File: src/rtl/alu_wb_sequencer_if.sv
// Instruction handshake, register-bank read/write port and status pulses of alu_wb_sequencer.
// master is the sequencer's view; slave is the instruction source / register bank side.
interface alu_wb_sequencer_if #(
  parameter int DW = 32,
  parameter int AW = 5
) ();
  logic          in_valid;
  logic          in_ready;
  logic [3:0]    in_op;
  logic [AW-1:0] in_sr1;
  logic [AW-1:0] in_sr2;
  logic [AW-1:0] in_dr;
  logic [AW-1:0] sr1;
  logic [AW-1:0] sr2;
  logic [DW-1:0] rdData1;
  logic [DW-1:0] rdData2;
  logic          write;
  logic [AW-1:0] dr;
  logic [DW-1:0] wrData;
  logic          done;
  logic          err;

  modport master (
    input  in_valid, in_op, in_sr1, in_sr2, in_dr, rdData1, rdData2,
    output in_ready, sr1, sr2, write, dr, wrData, done, err
  );

  modport slave (
    output in_valid, in_op, in_sr1, in_sr2, in_dr, rdData1, rdData2,
    input  in_ready, sr1, sr2, write, dr, wrData, done, err
  );
endinterface

File: src/rtl/alu_wb_sequencer.sv
// Execute/writeback sequencer: fetches two bank operands, runs the ALU, writes one result back.
// Optional macro ALU_MUL_EN adds an iterative shift-add multiplier on opcode 8.
module alu_wb_sequencer #(
  parameter int DW = 32,
  parameter int AW = 5
) (
  input logic                clk,
  input logic                reset,
  alu_wb_sequencer_if.master bus
);

  typedef enum logic [1:0] {
    ST_IDLE  = 2'd0,
    ST_FETCH = 2'd1,
    ST_EXEC  = 2'd2,
    ST_WB    = 2'd3
  } state_t;

  localparam logic [3:0] OP_ADD  = 4'd0;
  localparam logic [3:0] OP_SUB  = 4'd1;
  localparam logic [3:0] OP_AND  = 4'd2;
  localparam logic [3:0] OP_OR   = 4'd3;
  localparam logic [3:0] OP_XOR  = 4'd4;
  localparam logic [3:0] OP_SLT  = 4'd5;
  localparam logic [3:0] OP_SLL  = 4'd6;
  localparam logic [3:0] OP_SRL  = 4'd7;
  localparam logic [3:0] OP_PASS = 4'd9;
  localparam logic [3:0] OP_NOP  = 4'd15;
`ifdef ALU_MUL_EN
  localparam logic [3:0]    OP_MUL   = 4'd8;
  localparam int            CW       = (DW > 1) ? $clog2(DW) : 1;
  localparam logic [CW-1:0] CNT_LAST = CW'(DW - 1);
`endif

  function automatic logic op_legal(input logic [3:0] op);
    logic ok;
    case (op)
      OP_ADD, OP_SUB, OP_AND, OP_OR, OP_XOR,
      OP_SLT, OP_SLL, OP_SRL, OP_PASS, OP_NOP: ok = 1'b1;
`ifdef ALU_MUL_EN
      OP_MUL:  ok = 1'b1;
`endif
      default: ok = 1'b0;
    endcase
    return ok;
  endfunction

  function automatic logic [DW-1:0] alu_calc(input logic [3:0] op,
                                             input logic [DW-1:0] a,
                                             input logic [DW-1:0] b);
    logic [DW-1:0] r;
    case (op)
      OP_ADD:  r = a + b;
      OP_SUB:  r = a - b;
      OP_AND:  r = a & b;
      OP_OR:   r = a | b;
      OP_XOR:  r = a ^ b;
      OP_SLT:  r = ($signed(a) < $signed(b)) ? {{(DW-1){1'b0}}, 1'b1} : {DW{1'b0}};
      OP_SLL:  r = a << b[4:0];
      OP_SRL:  r = a >> b[4:0];
      OP_PASS: r = a;
      default: r = {DW{1'b0}};
    endcase
    return r;
  endfunction

  state_t        state_r;
  state_t        state_s;
  logic [3:0]    op_r;
  logic [DW-1:0] opa_r;
  logic [DW-1:0] opb_r;
  logic [AW-1:0] sr1_r;
  logic [AW-1:0] sr2_r;
  logic [AW-1:0] dr_r;
  logic [DW-1:0] wrdata_r;
  logic          write_r;
  logic          done_r;
  logic          err_r;
  logic          ld_in_s;
  logic          ld_ops_s;
  logic          fin_s;
  logic          write_s;
  logic          err_s;
  logic [DW-1:0] result_s;
`ifdef ALU_MUL_EN
  logic [DW-1:0] acc_r;
  logic [CW-1:0] cnt_r;
  logic          mul_step_s;
  logic [DW-1:0] mul_sum_s;
`endif

  // State register
  always_ff @(posedge clk) begin
    if (!reset) begin
      state_r <= ST_IDLE;
    end else begin
      state_r <= state_s;
    end
  end

  // Next state and per-cycle control strobes
  always_comb begin
    state_s  = state_r;
    ld_in_s  = 1'b0;
    ld_ops_s = 1'b0;
    fin_s    = 1'b0;
`ifdef ALU_MUL_EN
    mul_step_s = 1'b0;
`endif
    case (state_r)
      ST_IDLE: begin
        if (bus.in_valid) begin
          ld_in_s = 1'b1;
          state_s = ST_FETCH;
        end else begin
          state_s = ST_IDLE;
        end
      end
      ST_FETCH: begin
        ld_ops_s = 1'b1;
        state_s  = ST_EXEC;
      end
      ST_EXEC: begin
`ifdef ALU_MUL_EN
        if (op_r == OP_MUL) begin
          mul_step_s = 1'b1;
          if (cnt_r == CNT_LAST) begin
            fin_s   = 1'b1;
            state_s = ST_WB;
          end else begin
            state_s = ST_EXEC;
          end
        end else begin
          fin_s   = 1'b1;
          state_s = ST_WB;
        end
`else
        fin_s   = 1'b1;
        state_s = ST_WB;
`endif
      end
      ST_WB:   state_s = ST_IDLE;
      default: state_s = ST_IDLE;
    endcase
  end

  // Result and writeback qualifiers for the instruction currently in EXEC
  always_comb begin
    err_s = ~op_legal(op_r);
    if (op_legal(op_r) && (op_r != OP_NOP)) begin
      write_s = 1'b1;
    end else begin
      write_s = 1'b0;
    end
`ifdef ALU_MUL_EN
    mul_sum_s = acc_r + (opb_r[0] ? opa_r : {DW{1'b0}});
    if (op_r == OP_MUL) begin
      result_s = mul_sum_s;
    end else begin
      result_s = alu_calc(op_r, opa_r, opb_r);
    end
`else
    result_s = alu_calc(op_r, opa_r, opb_r);
`endif
  end

  // Datapath registers; writeback pulses last exactly the one WB cycle
  always_ff @(posedge clk) begin
    if (!reset) begin
      op_r     <= 4'd0;
      opa_r    <= {DW{1'b0}};
      opb_r    <= {DW{1'b0}};
      sr1_r    <= {AW{1'b0}};
      sr2_r    <= {AW{1'b0}};
      dr_r     <= {AW{1'b0}};
      wrdata_r <= {DW{1'b0}};
      write_r  <= 1'b0;
      done_r   <= 1'b0;
      err_r    <= 1'b0;
`ifdef ALU_MUL_EN
      acc_r    <= {DW{1'b0}};
      cnt_r    <= {CW{1'b0}};
`endif
    end else begin
      if (ld_in_s) begin
        op_r  <= bus.in_op;
        dr_r  <= bus.in_dr;
        sr1_r <= bus.in_sr1;
        sr2_r <= bus.in_sr2;
      end
      if (ld_ops_s) begin
        opa_r <= bus.rdData1;
        opb_r <= bus.rdData2;
`ifdef ALU_MUL_EN
        acc_r <= {DW{1'b0}};
        cnt_r <= {CW{1'b0}};
`endif
      end
`ifdef ALU_MUL_EN
      // One partial product per EXEC cycle: multiplicand shifts up, multiplier shifts down
      if (mul_step_s) begin
        acc_r <= mul_sum_s;
        opa_r <= opa_r << 1;
        opb_r <= opb_r >> 1;
        cnt_r <= cnt_r + CW'(1);
      end
`endif
      if (fin_s) begin
        wrdata_r <= result_s;
        write_r  <= write_s;
        done_r   <= 1'b1;
        err_r    <= err_s;
      end else begin
        write_r  <= 1'b0;
        done_r   <= 1'b0;
        err_r    <= 1'b0;
      end
    end
  end

  assign bus.in_ready = (state_r == ST_IDLE);
  assign bus.sr1      = sr1_r;
  assign bus.sr2      = sr2_r;
  assign bus.dr       = dr_r;
  assign bus.wrData   = wrdata_r;
  assign bus.write    = write_r;
  assign bus.done     = done_r;
  assign bus.err      = err_r;

endmodule

File: src/flat_wrapper.sv
// flat-port wrapper written by rule: the top's interface ports become plain ports
module alu_wb_sequencer_flat 
#(
  parameter int DW = 32,
  parameter int AW = 5
)
  (clk, reset, bus_in_valid, bus_in_op, bus_in_sr1, bus_in_sr2, bus_in_dr, bus_rdData1, bus_rdData2, bus_in_ready, bus_sr1, bus_sr2, bus_write, bus_dr, bus_wrData, bus_done, bus_err);
  alu_wb_sequencer_if #(.DW(DW), .AW(AW)) bus_i ();
  input logic clk;
  input logic reset;
  input wire logic [$bits(bus_i.in_valid)-1:0] bus_in_valid;
  input wire logic [$bits(bus_i.in_op)-1:0] bus_in_op;
  input wire logic [$bits(bus_i.in_sr1)-1:0] bus_in_sr1;
  input wire logic [$bits(bus_i.in_sr2)-1:0] bus_in_sr2;
  input wire logic [$bits(bus_i.in_dr)-1:0] bus_in_dr;
  input wire logic [$bits(bus_i.rdData1)-1:0] bus_rdData1;
  input wire logic [$bits(bus_i.rdData2)-1:0] bus_rdData2;
  output wire logic [$bits(bus_i.in_ready)-1:0] bus_in_ready;
  output wire logic [$bits(bus_i.sr1)-1:0] bus_sr1;
  output wire logic [$bits(bus_i.sr2)-1:0] bus_sr2;
  output wire logic [$bits(bus_i.write)-1:0] bus_write;
  output wire logic [$bits(bus_i.dr)-1:0] bus_dr;
  output wire logic [$bits(bus_i.wrData)-1:0] bus_wrData;
  output wire logic [$bits(bus_i.done)-1:0] bus_done;
  output wire logic [$bits(bus_i.err)-1:0] bus_err;
  assign bus_i.in_valid = bus_in_valid;
  assign bus_i.in_op = bus_in_op;
  assign bus_i.in_sr1 = bus_in_sr1;
  assign bus_i.in_sr2 = bus_in_sr2;
  assign bus_i.in_dr = bus_in_dr;
  assign bus_i.rdData1 = bus_rdData1;
  assign bus_i.rdData2 = bus_rdData2;
  assign bus_in_ready = bus_i.in_ready;
  assign bus_sr1 = bus_i.sr1;
  assign bus_sr2 = bus_i.sr2;
  assign bus_write = bus_i.write;
  assign bus_dr = bus_i.dr;
  assign bus_wrData = bus_i.wrData;
  assign bus_done = bus_i.done;
  assign bus_err = bus_i.err;
  alu_wb_sequencer #(.DW(DW), .AW(AW)) u_core (.clk(clk), .reset(reset), .bus(bus_i));
endmodule
File: config.mk
export PLATFORM = sky130hd
export DESIGN_NAME = alu_wb_sequencer_flat
export DESIGN_NICKNAME = d
export VERILOG_FILES = /design/src/rtl/alu_wb_sequencer_if.sv /design/src/rtl/alu_wb_sequencer.sv /design/src/flat_wrapper.sv
export SDC_FILE = /design/constraint.sdc
export NUM_CORES = 1
export LEC_CHECK = 0
export ABC_AREA = 1
export CORE_MARGIN = 1
export CORE_UTILIZATION = 40
export DETAILED_ROUTE_END_ITERATION = 8
export SLEW_MARGIN = 20
export SYNTH_ARGS = -nofsm -noshare
export SYNTH_HDL_FRONTEND = slang
export SYNTH_SLANG_ARGS = --single-unit
File: constraint.sdc
create_clock -name clk -period 2.36 [get_ports clk]
set_input_delay 0.472 -clock clk [delete_from_list [all_inputs] [get_ports clk]]
set_output_delay 0.472 -clock clk [all_outputs]
set_load 0.01 [all_outputs]
==> qor.txt <==
# fillers = 3512
leading area contributor after synthesis = nand2_1
internal power = 6690 uW
Avg WL per Cell = 21.8 um
Routed Antenna Nets = 0
WP data required = 2670 ps
Starting Density = 0.410
count leader, synth = nand2_1
GR Layer Usage met2 = 0.617
input/output buffers = 136
Netlist Area Pre-Place = 0.0139 mm2
number of global-route vias before repair = 17100
Crit. Startpoint = u_core.opb_r[0]
startpoint types = register
Synth top cells by count = 722 x nand2_1, 422 x nand3_1, 302 x inv_1
Clock Tree Root = clkbuf_16
RSZ-0062 raised after global routing = yes
R2R Path End = u_core.bus.wrData[8]
core area = 0.0338 mm2
R2R depth = 14
max-cap viol count = 0
CTS tree = built
dominant synthesized flop cell = dfxtp_1
yosys warns = 0
Most Crowded Layer GR = met2
Tot Pwr = 12700 uW
Max Clock Skew = 12.6 ps
Post-Synth XOR/XNOR Area = 0.00126
FFs w/ async S/R, synth = 0
peak supply drop = 0.538 mV
Netlist cell types = 46
Reg clk slew, reported paths = 70 ps
register bit total from synthesis = 121
Min-Delay Path Class = in2reg
Top Ports = 137
Post-Synth Simple-Gate Area = 0.447
final wirelength = 70700 um
final worst slack = 40.4 ps
Comb pwr share = 0.596
worst slew pin tran = 612 ps
clk_lat worst skew = 450 ps
Clk pwr share = 0.216
Syn Area/Cell = 5.56 um2
clk sink count = 121
post-layout minimum cycle time = 2320 ps
CTS Hold Buffers Added = 0
CTS Buf Count = 17
Max Slew Vio Count = 0
LEAKAGE = 0.00892 uW
Setup-failing EPs final = 0
synth-to-layout area growth = 33.7%
die width = 188 um
compound-cell area share of the yosys netlist = 0.149
Hold Vio Cnt, Final = 0
critical path class = reg2reg
cell count after synthesis = 2493
largest net degree at the start of global routing = 71
Worst Path Arrival = 2630 ps
DR pass1 iterations = 8
part of the Yosys area used for sequential elements = 0.175
CTS H-tree lvls = 4
1st-iter DRT viols = 2231
GP Congestion = 1.07
GRT Resource Usage Total = 0.396
Peak Freq = 0.431 GHz
met3 usage = 0.0689
register share of total power = 0.188
Mapped Nets = 2681
status = complete, no violations
DP Worst Slack = -113 ps
FF-to-FF setup slack = 40 ps
worst-path fanout max = 16
die area = 0.0354 mm2
# nets final = 2972
largest family of logic cells by synthesized area = simple AND/OR/NAND/NOR gates
Critical Path End = u_core.bus.wrData[8]
synth top area cells = nand2_1 20%, dfxtp_1 17%, nand3_1 15%
mux cell area share after synthesis = 0.00144
gr ovfl total = 0
Final HPWL DP = 57300 um
worst r2r src = u_core.opb_r[0]
crit path capture type = register
vias per cell = 5.65
number of synthesized flops with an enable pin = 0
top cell type's share of synthesized area = 0.196
post-synthesis adder-cell area fraction = 0.0932
Clock Path Buffers = 2
Pwr per Cell Area = 686 mW/mm2
Sw Share = 0.474
Die H = 188 um
net load switching power = 6020 uW
routed via count = 18300
GR Layer Usage met1 = 0.514
num rows = 67
max_slew headroom = 0.592
first-pass GRT wire length = 105000 um
crit share post-route = 0.983
initial antenna violation count = 2
layout cells sized above 1 = 0.164
Remaining DRCs = 0
diode count = 0
[power by group through the flow]
stage / sequential [uW] / combinational (uW) / clock [uW]
CTS: 2390 / 6940 / 2750
finish: 2390 / 7570 / 2740
global route: 2410 / 8160 / 2840
global placement: 2420 / 6830 / 0
detailed placement: 2430 / 6860 / 0
floorplan: 2480 / 3850 / 0
[cell usage in the layout, fill, tap and decap left out, types with 27 or more instances in the layout]
| cell type | instances |
|---|---|
| dfxtp_1 | 114 |
| nand2_2 | 28 |
| nand2_1 | 696 |
| a21oi_1 | 159 |
| ha_1 | 72 |
| inv_1 | 295 |
| o211ai_1 | 36 |
| buf_4 | 248 |
| clkdlybuf4s50_1 | 135 |
| nor2_1 | 186 |
| nand3_1 | 401 |
| o21ai_0 | 114 |
| nand4_1 | 27 |
[layout make-up]
cell class	instances	area [um2]	area share
tap	448	561	0.0303
timing repair buffer	401	3550	0.192
clock buffer	20	457	0.0246
clock inverter	11	124	0.00669
multi-input combinational	1930	10200	0.551
sequential	121	2430	0.131
inverter	313	1190	0.0643
[flip-flops by register name, indices dropped and copies added, names as in the netlist, named ones only]
| name | cells |
|---|---|
| u_core.bus.wrData | 32 |
| u_core.opa_r | 32 |
| u_core.opb_r | 32 |
| u_core.bus.dr | 5 |
| u_core.bus.sr1 | 5 |
| u_core.bus.sr2 | 5 |
| u_core.op_r | 4 |
| u_core.state_r | 2 |
| u_core.bus.done | 1 |
| u_core.bus.err | 1 |
| u_core.bus.write | 1 |
[what timing repair did]
item | 4_1_cts | 5_1_grt
hold endpoints to repair | 0 | 0
endpoints found under the setup margin | 20 | 30
cloned | 0 | 0
buffers inserted | 0 | 6
pin swaps | 0 | 13
resized for setup | 19 | 140
[worst min path at each step]
stage                              endpoint  slack [ps]  cells past startpoint      from
after detailed placement     u_core.bus.err         410                      1  register
after global placement       u_core.bus.err         410                      1  register
after floorplan              u_core.bus.err         390                      1  register
after global routing      u_core.bus.sr2[4]         420                      3     reset
final                     u_core.bus.sr2[4]         410                      3     reset
after CTS                 u_core.bus.sr2[4]         400                      3     reset
[critical path, cell delays in order (launching register included)]
cell and delay, ps:
dfxtp_2 330, buf_4 160, buf_12 150, nand2_1 120
nand3_1 130, nand3_1 140, nand2_2 110, nand3_1 110
buf_4 170, o211ai_1 90, buf_4 190, a21oi_4 230
nand3_1 110, nand2_1 80, a21oi_1 60
[per-layer routing]
layer  part of all wire  vias to the layer above
li1                   -                     8705
met1               0.41                     8328
met2               0.43                     1105
met3              0.095                      193
met4              0.066                        2
met5            0.00013                        -
[logic make-up after synthesis]
| group | count (synthesis) |
|---|---|
| buffers and inverters | 442 |
| multiplexers | 2 |
| flip-flops | 121 |
| AO/OA/AOI/OAI | 375 |
| AND/OR/NAND/NOR | 1449 |
| XOR/XNOR | 2 |
| adder cells (fa/ha/maj) | 102 |
[metrics by stage]
stage	cell area (um2)	std cells	TNS [ps]	util	hold WS [ps]
6_report	18500	3244	0	0.548	411
5_1_grt	18500	3244	-52.7	0.548	419
4_1_cts	17900	3238	0	0.530	395
3_5_place_dp	17300	3207	-782	0.511	410
3_3_place_gp	17300	3207	-317	0.511	409
2_1_floorplan	13900	2493	0	-	393
No activity file was read; power rests on OpenSTA's default activity.
